## config.mk

```make
export PLATFORM = sky130hd
export DESIGN_NAME = game_state_ctrl
export DESIGN_NICKNAME = d
export VERILOG_FILES = /design/src/rtl/game_state_ctrl.sv
export SDC_FILE = /design/constraint.sdc
export NUM_CORES = 1
export LEC_CHECK = 0
export ABC_AREA = 1
export BUFFER_PORTS_ARGS = -buffer_cell sky130_fd_sc_hd__buf_4
export CAP_MARGIN = 5
export CORE_UTILIZATION = 54
export CTS_BUF_LIST = sky130_fd_sc_hd__clkbuf_8
export CTS_CLUSTER_SIZE = 16
export DETAILED_ROUTE_END_ITERATION = 8
export HOLD_SLACK_MARGIN = 0.1
export PLACE_DENSITY = 0.87
export SYNTH_ARGS = -nofsm -noshare
export SYNTH_HDL_FRONTEND = slang
export SYNTH_SLANG_ARGS = --single-unit
```

## constraint.sdc

```tcl
create_clock -name clk -period 2.31 [get_ports clk]
set_input_delay 0.231 -clock clk [delete_from_list [all_inputs] [get_ports clk]]
set_output_delay 0.231 -clock clk [all_outputs]
set_load 0.005 [all_outputs]
```

## src/rtl/game_state_ctrl.sv

```systemverilog
// Game-flow controller: title, play, optional pause and game-over display.
// Tracks player health from damage strobes and drives the game-over timer
// (start pulse, 60 Hz tick from vsync, done input).
// Optional feature macro: GAME_PAUSE_EN adds the PAUSED state and pause button.
module game_state_ctrl #(
  parameter int unsigned HEALTH_MAX = 100,
  parameter int unsigned HEALTH_W   = 7,
  parameter int unsigned DMG_W      = 4
) (
  input  logic                clk,
  input  logic                reset,
  input  logic                vsync,
  input  logic                btn_start,
  input  logic                btn_pause,
  input  logic                hit_valid,
  input  logic [DMG_W-1:0]    hit_dmg,
  input  logic                timer_done,
  output logic                timer_start,
  output logic                timer_tick,
  output logic [1:0]          state,
  output logic [HEALTH_W-1:0] health,
  output logic                game_active,
  output logic                gameover_disp
);

  localparam int unsigned CalcW = (HEALTH_W > DMG_W) ? HEALTH_W : DMG_W;
  localparam logic [HEALTH_W-1:0] HealthInit = HEALTH_W'(HEALTH_MAX);

  typedef enum logic [1:0] {
    StTitle    = 2'b00,
    StPlaying  = 2'b01,
    StGameover = 2'b10,
    StPaused   = 2'b11
  } state_e;

  state_e              state_q;
  logic [HEALTH_W-1:0] health_q;
  logic                timer_start_q;
  logic                timer_tick_q;

  logic vsync_q, vsync_prev_q;
  logic start_q, start_prev_q;
  logic vsync_rise, start_rise, pause_rise;

  // Input sample and previous-sample registers; preset to 1 so a level held
  // high through reset is not seen as an edge.
  always_ff @(posedge clk) begin
    if (!reset) begin
      vsync_q      <= 1'b1;
      vsync_prev_q <= 1'b1;
      start_q      <= 1'b1;
      start_prev_q <= 1'b1;
    end else begin
      vsync_q      <= vsync;
      vsync_prev_q <= vsync_q;
      start_q      <= btn_start;
      start_prev_q <= start_q;
    end
  end

  assign vsync_rise = vsync_q & ~vsync_prev_q;
  assign start_rise = start_q & ~start_prev_q;

`ifdef GAME_PAUSE_EN
  logic pause_q, pause_prev_q;

  // Pause button edge detector, present only with the pause feature.
  always_ff @(posedge clk) begin
    if (!reset) begin
      pause_q      <= 1'b1;
      pause_prev_q <= 1'b1;
    end else begin
      pause_q      <= btn_pause;
      pause_prev_q <= pause_q;
    end
  end

  assign pause_rise = pause_q & ~pause_prev_q;
`else
  logic unused_btn_pause;
  assign unused_btn_pause = btn_pause;
  assign pause_rise       = 1'b0;
`endif

  // Free-running frame tick, one cycle per detected vsync rise.
  always_ff @(posedge clk) begin
    if (!reset) begin
      timer_tick_q <= 1'b0;
    end else begin
      timer_tick_q <= vsync_rise;
    end
  end

  logic [CalcW-1:0]    health_ext, dmg_ext, health_diff;
  logic [HEALTH_W-1:0] health_hit;

  // Health after the current hit, saturating at zero.
  always_comb begin
    health_ext  = CalcW'(health_q);
    dmg_ext     = CalcW'(hit_dmg);
    health_diff = health_ext - dmg_ext;
    health_hit  = (dmg_ext >= health_ext) ? '0 : health_diff[HEALTH_W-1:0];
  end

  // Game-flow FSM with health and timer-start registers.
  always_ff @(posedge clk) begin
    if (!reset) begin
      state_q       <= StTitle;
      health_q      <= HealthInit;
      timer_start_q <= 1'b0;
    end else begin
      timer_start_q <= 1'b0;
      unique case (state_q)
        StTitle: begin
          health_q <= HealthInit;
          if (start_rise) state_q <= StPlaying;
        end
        StPlaying: begin
          if (hit_valid) health_q <= health_hit;
          // A fatal hit wins over a same-cycle pause edge.
          if (hit_valid && (health_hit == '0)) begin
            state_q       <= StGameover;
            timer_start_q <= 1'b1;
          end else if (pause_rise) begin
            state_q <= StPaused;
          end
        end
        StGameover: begin
          // timer_done may still be high from the previous run during the
          // start-pulse cycle, so only honour it afterwards.
          if (!timer_start_q && timer_done) begin
            state_q  <= StTitle;
            health_q <= HealthInit;
          end
        end
        StPaused: begin
`ifdef GAME_PAUSE_EN
          if (pause_rise) state_q <= StPlaying;
`else
          state_q <= StTitle;
`endif
        end
      endcase
    end
  end

  assign state         = state_q;
  assign health        = health_q;
  assign timer_start   = timer_start_q;
  assign timer_tick    = timer_tick_q;
  assign game_active   = (state_q == StPlaying);
  assign gameover_disp = (state_q == StGameover);

endmodule

```

==> results of run 1 <==
## power by group through the flow
stage	logic, mW	registers (mW)	clock network, mW
after floorplan	0.125	0.289	0
after global placement	0.178	0.289	0
after detailed placement	0.181	0.290	0
after CTS	0.184	0.285	0.210
after global routing	0.208	0.286	0.224
final	0.185	0.285	0.212
## synth_stat cells, types with 2 or more instances
cell	count	area share [%]
nand4_1	4	2.6
ha_1	4	5.3
nor3_1	2	1.1
nor2_2	4	2.6
nand3_1	8	4.2
inv_1	19	7.5
a21oi_2	4	3.7
dfxtp_1	15	32
or2_2	2	1.3
nor3_2	2	2.1
inv_2	4	1.6
nand2_2	6	4.0
o21ai_0	6	3.2
a21oi_1	5	2.6
nand2_1	32	13
nor2_1	11	4.4
nand3b_1	2	1.6
## worst max-delay path, stage by stage (launching register included)
cell,delay [ps]
dfxtp_1,360
inv_1,50
ha_1,200
fa_1,410
inv_1,80
nand3_1,130
nand3_1,120
nand2_1,50
nand2_1,90
a21oi_2,70
nor2_2,140
nand2_2,90
nand2_2,70
a21oi_2,40
## routing by layer
metal / vias to the layer above / share of wire [%] / GRT usage, %
li1: 488 / - / -
met1: 410 / 43 / 32.56
met2: 37 / 48 / 42.09
met3: 6 / 7.0 / 5.833
met4: 0 / 1.8 / 10.30
met5: - / 0 / 0
## placed cells by master, fill, tap and decap left out, drive strengths merged
cell / n
inv: 23
fa: 1
nand3: 8
clkbuf: 3
clkinv: 1
nand3b: 2
ha: 4
or2: 2
o21a: 1
xor2: 1
o21ai: 8
nor2: 16
dfxtp: 15
buf: 22
xnor2: 1
a21oi: 9
nand2: 38
nor3: 4
nand4: 4
## stage by stage
stage                     area [µm²]  hold WS [ps]  util [%]  setup slack [ps]
after detailed placement        1129         403.8     71.59             319.2
final                           1175         159.4     74.52             306.7
after CTS                       1175         165.2     74.52             306.3
after global placement          1129         383.6     71.59             383.1
after floorplan                947.2         337.6         -             502.6
after global routing            1175         157.9     74.52             166.5
## logic make-up after synthesis
kind of cell,Yosys count
AND/OR/NAND/NOR,74
buffers and inverters,24
AO/OA/AOI/OAI,18
flip-flops,15
adder cells (fa/ha/maj),5
XOR/XNOR,2
## how the worst max path moves through the flow
stage                     endpoint  slack [ps]  cells after the start
after detailed placement  state[0]         320                     13
final                     state[0]         310                     13
after global routing      state[0]         170                     13
after CTS                 state[0]         310                     13
after global placement    state[0]         380                     13
after floorplan           state[0]         500                     13
## sequential cells by signal, summed over array words and instances, names as in the netlist
register	cells
health	7
timer_start	1
start_q	1
vsync_prev_q	1
vsync_q	1
start_prev_q	1
timer_tick	1
state	2
## cell type report
cell class	count	area share [%]
inverter	23	7.348
clock inverter	1	0.4260
timing repair buffer	22	14.06
sequential	15	25.56
clock buffer	3	3.514
tap	16	1.704
multi-input combinational	99	47.39
==> summary.md, run 1 <==
| Metric | Value |
|---|---|
| # fillers | `123` |
| Final Non-Filler Cells | `179` |
| Status | `complete, no violations` |
| Final setup violation count | `0` |
| Worst Path Max Fanout | `4` |
| # port buffers | `22` |
| Nets@finish | `180` |
| Worst slew margin | `77.40%` |
| Simple logic cell fraction of the synthesized area | `37.78%` |
| Die Ht | `43.88 µm` |
| Pwr/cell area | `579.7 nW/µm²` |
| Vias | `941` |
| Worst Hold End | `start_q` |
| # hold bufs at CTS | `0` |
| Multi-input gate area | `556.8 µm²` |
| Tmin final | `2003 ps` |
| Power, Total | `681.1 µW` |
| FF+latch area | `300.3 µm²` |
| Final hold vios | `0` |
| CORE AREA | `1577 µm²` |
| CTS tree | `built` |
| Net load switching power | `212.0 µW` |
| Synth Net Count | `154` |
| HPWL Detailed | `1653 µm` |
| Post_cts resized | `0` |
| Internal power component | `469.1 µW` |
| Hold Path Depth | `2` |
| Detail Route Antenna Nets | `0` |
| Clk buf depth | `2` |
| Maximum VDD drop | `538.2 µV` |
| Reg2Reg Setup Slack | `310 ps` |
| Yosys warns | `0` |
| Setup crit start kind | `flop` |
| Die width | `43.88 µm` |
| Routability cong. | `0.8677` |
| Pin count of the biggest net entering global routing | `10` |
| Reg-to-reg startpoint | `health[0]` |
| Max frequency | `0.4992 GHz` |
| Area grow syn2layout | `24.04%` |
| Worst Max-Slew Pin Slew | `338.6 ps` |
| Fraction of power consumed by sequential logic | `41.8%` |
| Setup TNS | `0 ps` |
| Ys flop type | `dfxtp_1` |
| Pins Over Slew Limit | `0` |
| Hold wc startpoint | `btn_start` |
| Syn Area/Cell | `6.863 µm²` |
| Number of remaining DRC errors | `0` |
| Global Route Usage Sum | `25.65%` |
| Synth Area in XOR/XNOR | `1.849%` |
| Sw Ratio | `31.13%` |
| Worst hold path type | `in2reg` |
| EDFF count, synth | `0` |
| Multiplexer share of the synthesized area | `0%` |
| Fin crit share | `86.72%` |
| Clk sinks | `15` |
| Cells after Synth | `138` |
| MaxCap Viol Count | `0` |
| Share of cells above drive strength 1 | `30.67%` |
| DRT Wirelength | `2113 µm` |
| Htree depth | `1` |
| GR Overflow Total | `0` |
| Synthesized area | `947.2 µm²` |
| Post-synthesis sequential area ratio | `31.70%` |
| Critical Path End Type | `flop` |
| FF+latch count, synth | `15` |
| Cell variety after synth | `25` |
| I/O pin cnt | `24` |
| Worst Setup SP | `health[0]` |
| Clock transition at path regs | `70 ps` |
| Worst clock skew | `10.14 ps` |
| Static Leak | `0.5803 nW` |
| R2r worst-path depth | `13` |
| DR iter-0 viols | `31` |
| Placed cells | `175` |
| Worst R2R End | `state[0]` |
| Wire length per cell | `11.80 µm` |
| DRT Pass-1 Iters | `6` |
| Post-synthesis compound-gate area fraction | `11.76%` |
| Starting Density | `60.08%` |
| Largest family of logic cells by synthesized area | `simple AND/OR/NAND/NOR gates` |
| Initial antenna violation count | `0` |
| First-pass GRT wire length | `3684 µm` |
| Clk network pwr share | `31.1%` |
| Die area | `1925 µm²` |
| Adder-Cell Fraction of Synth Area | `7.398%` |
| Vias in the first global route | `867` |
| Post-CTS setup buffers | `0` |
| Clock buffer count from CTS | `3` |
| Vias/cell | `5.257` |
| Combinational power share | `27.1%` |
| Ant. Diodes | `0` |
| RSZ-0062 raised after global routing | `false` |
| Crit Path Category | `reg2reg` |
| Critical Path RT | `2450 ps` |
| Row Count | `14` |
| Clk root buf | `clkbuf_8` |
| Clk_lat worst skew | `250 ps` |
| Async set-reset flop share out of synthesis | `0%` |
| Critical path arrival | `2140 ps` |
(Power assumes the default switching activity.)
==> run 2: changes to the inputs <==
- SETUP_SLACK_MARGIN: default -> 0.5
==> run 2 against run 1 <==
Total power is 6.2% higher. Global-route usage is 2.3 points higher. Fmax is 6.5% higher. Clock skew is 2.0 ps lower. Non-clock buffer count is 3 higher. Via count is 7.8% higher. Sequential share of layout area is 2.1 points lower. Flip-flop and latch count stayed put.
==> summary.md, run 2 (same netlist as run 1, synthesis figures left out) <==
| Metric | Value |
|---|---|
| Status | `complete, no violations` |
| Clk_lat worst skew | `250 ps` |
| Clk root buf | `clkbuf_8` |
| Clock transition at path regs | `60 ps` |
| Final core occ | `81.75%` |
| Sw Ratio | `32.31%` |
| Power, Total | `723.3 µW` |
| Die area | `1925 µm²` |
| Routability cong. | `0.8677` |
| Internal power component | `489.6 µW` |
| GR Overflow Total | `0` |
| Critical Path RT | `2500 ps` |
| Pwr/cell area | `561.2 nW/µm²` |
| Vias/cell | `5.571` |
| Die Ht | `43.88 µm` |
| Area grow syn2layout | `36.06%` |
| Post-route setup slack | `429.2 ps` |
| MaxCap Viol Count | `0` |
| DR iter-0 viols | `31` |
| First-pass GRT wire length | `3995 µm` |
| Tmin final | `1881 ps` |
| Most frequent cells in the layout | `nand2_1 (28), buf_4 (25), inv_1 (17)` |
| Crit path largest cell delay | `350 ps` |
| Critical path arrival | `2070 ps` |
| CTS tree | `built` |
| Largest register FFs | `7` |
| Vias | `1014` |
| CP Cell Sequence | `inv_2, ha_4, fa_2, inv_2, nand3_4, nand4_1, nand2_2, a21oi_2, nor2_2, nand2_2, nand2_2, a21oi_2` |
| DRT Pass-1 Iters | `6` |
| HPWL Detailed | `1653 µm` |
| CP most frequent cell | `nand2_2` |
| Pin count of the biggest net entering global routing | `10` |
| Commonest non-fill, non-tap cell in the layout | `nand2_1` |
| Worst hold path type | `in2reg` |
| Vias in the first global route | `899` |
| Starting Density | `60.08%` |
| Pins Over Slew Limit | `0` |
| Critical Path End Type | `flop` |
| Row Count | `14` |
| Nets@finish | `183` |
| Maximum VDD drop | `521.0 µV` |
| Detail Route Antenna Nets | `0` |
| # port buffers | `22` |
| Clk sinks | `15` |
| Static Leak | `0.5990 nW` |
| Crit Path Category | `reg2reg` |
| Clk buf depth | `2` |
| Dpl ws | `319.2 ps` |
| I/O pin cnt | `24` |
| Crit path max-delay cell type | `fa_2` |
| RSZ-0062 raised after global routing | `true` |
| Worst clock skew | `8.154 ps` |
| Max frequency | `0.5317 GHz` |
| # hold bufs at CTS | `0` |
| Number of remaining DRC errors | `0` |
| DRT Wirelength | `2631 µm` |
| CORE AREA | `1577 µm²` |
| Htree depth | `1` |
| Setup crit start kind | `flop` |
| # fillers | `108` |
| Final setup violation count | `0` |
| Clock buffer count from CTS | `3` |
| Fin crit share | `81.42%` |
| Final hold vios | `0` |
| Worst Max-Slew Pin Slew | `354.5 ps` |
| Fraction of power consumed by sequential logic | `39.7%` |
| Die width | `43.88 µm` |
| Worst slew margin | `76.34%` |
| Combinational power share | `31.3%` |
| Clk network pwr share | `29.0%` |
| Ant. Diodes | `0` |
| Global Route Usage Sum | `27.97%` |
| Setup TNS | `0 ps` |
| Initial antenna violation count | `0` |
| Wire length per cell | `14.46 µm` |
| Net load switching power | `233.7 µW` |
| Worst Path Max Fanout | `4` |
| Share of cells above drive strength 1 | `42.17%` |
## run 2: path summary, 6_finish.rpt
check                             startpoint  slack, ps         end  depth (start not counted)
worst max register to register     health[0]        430    state[0]                         12
worst min register to register  vsync_prev_q        410  timer_tick                          1
worst min-delay path               btn_start        160     start_q                          2
worst max-delay path               health[0]        430    state[0]                         12
## run 2: metrics by stage
step / hold WS, ps / std cells / cell area (µm²)
detailed placement: 403.8 / 175 / 1129
global route: 157.9 / 182 / 1289
floorplan: 337.6 / 138 / 947.2
global placement: 383.6 / 175 / 1129
finish: 161.7 / 182 / 1289
CTS: 165.2 / 181 / 1226
## run 2: what timing repair did
item | 4_1_cts | 5_1_grt
setup buffers | 2 | 1
setup endpoints to repair | 4 | 6
resized for setup | 10 | 14
pin swaps | 4 | 9
gates cloned | 0 | 0
endpoints found under the hold margin | 0 | 0
## run 2: area by class of cell
type | instances | area [µm²] | area share (%)
clock inverters | 1 | 5.005 | 0.3883
multi-input cells | 99 | 645.6 | 50.10
inverters | 23 | 86.33 | 6.699
repair buffers | 25 | 187.7 | 14.56
clock buffers | 3 | 41.29 | 3.204
flip-flops and latches | 15 | 302.8 | 23.50
well taps | 16 | 20.02 | 1.553
## run 2: worst max-delay path, delay by kind of cell, from the launching register on
kind,cells,cell delay (ps)
compound gates,2,300
fa+ha+maj,2,510
buf+inv,2,140
flops,1,340
simple gates,6,530
## run 2: power groups by stage
| stage | clock [mW] | combinational (mW) | sequential, mW |
|---|---|---|---|
| finish | 0.210 | 0.226 | 0.287 |
| global route | 0.224 | 0.246 | 0.288 |
| CTS | 0.210 | 0.198 | 0.285 |
| detailed placement | 0 | 0.181 | 0.290 |
| global placement | 0 | 0.178 | 0.289 |
| floorplan | 0 | 0.125 | 0.289 |
## run 2: routing by layer
layer | vias to the layer above | GRT usage, % | part of all wire [%]
li1 | 492 | - | -
met1 | 467 | 34.37 | 40
met2 | 49 | 48.96 | 52
met3 | 6 | 5.833 | 6.7
met4 | 0 | 8.485 | 0.95
met5 | - | 0 | 0
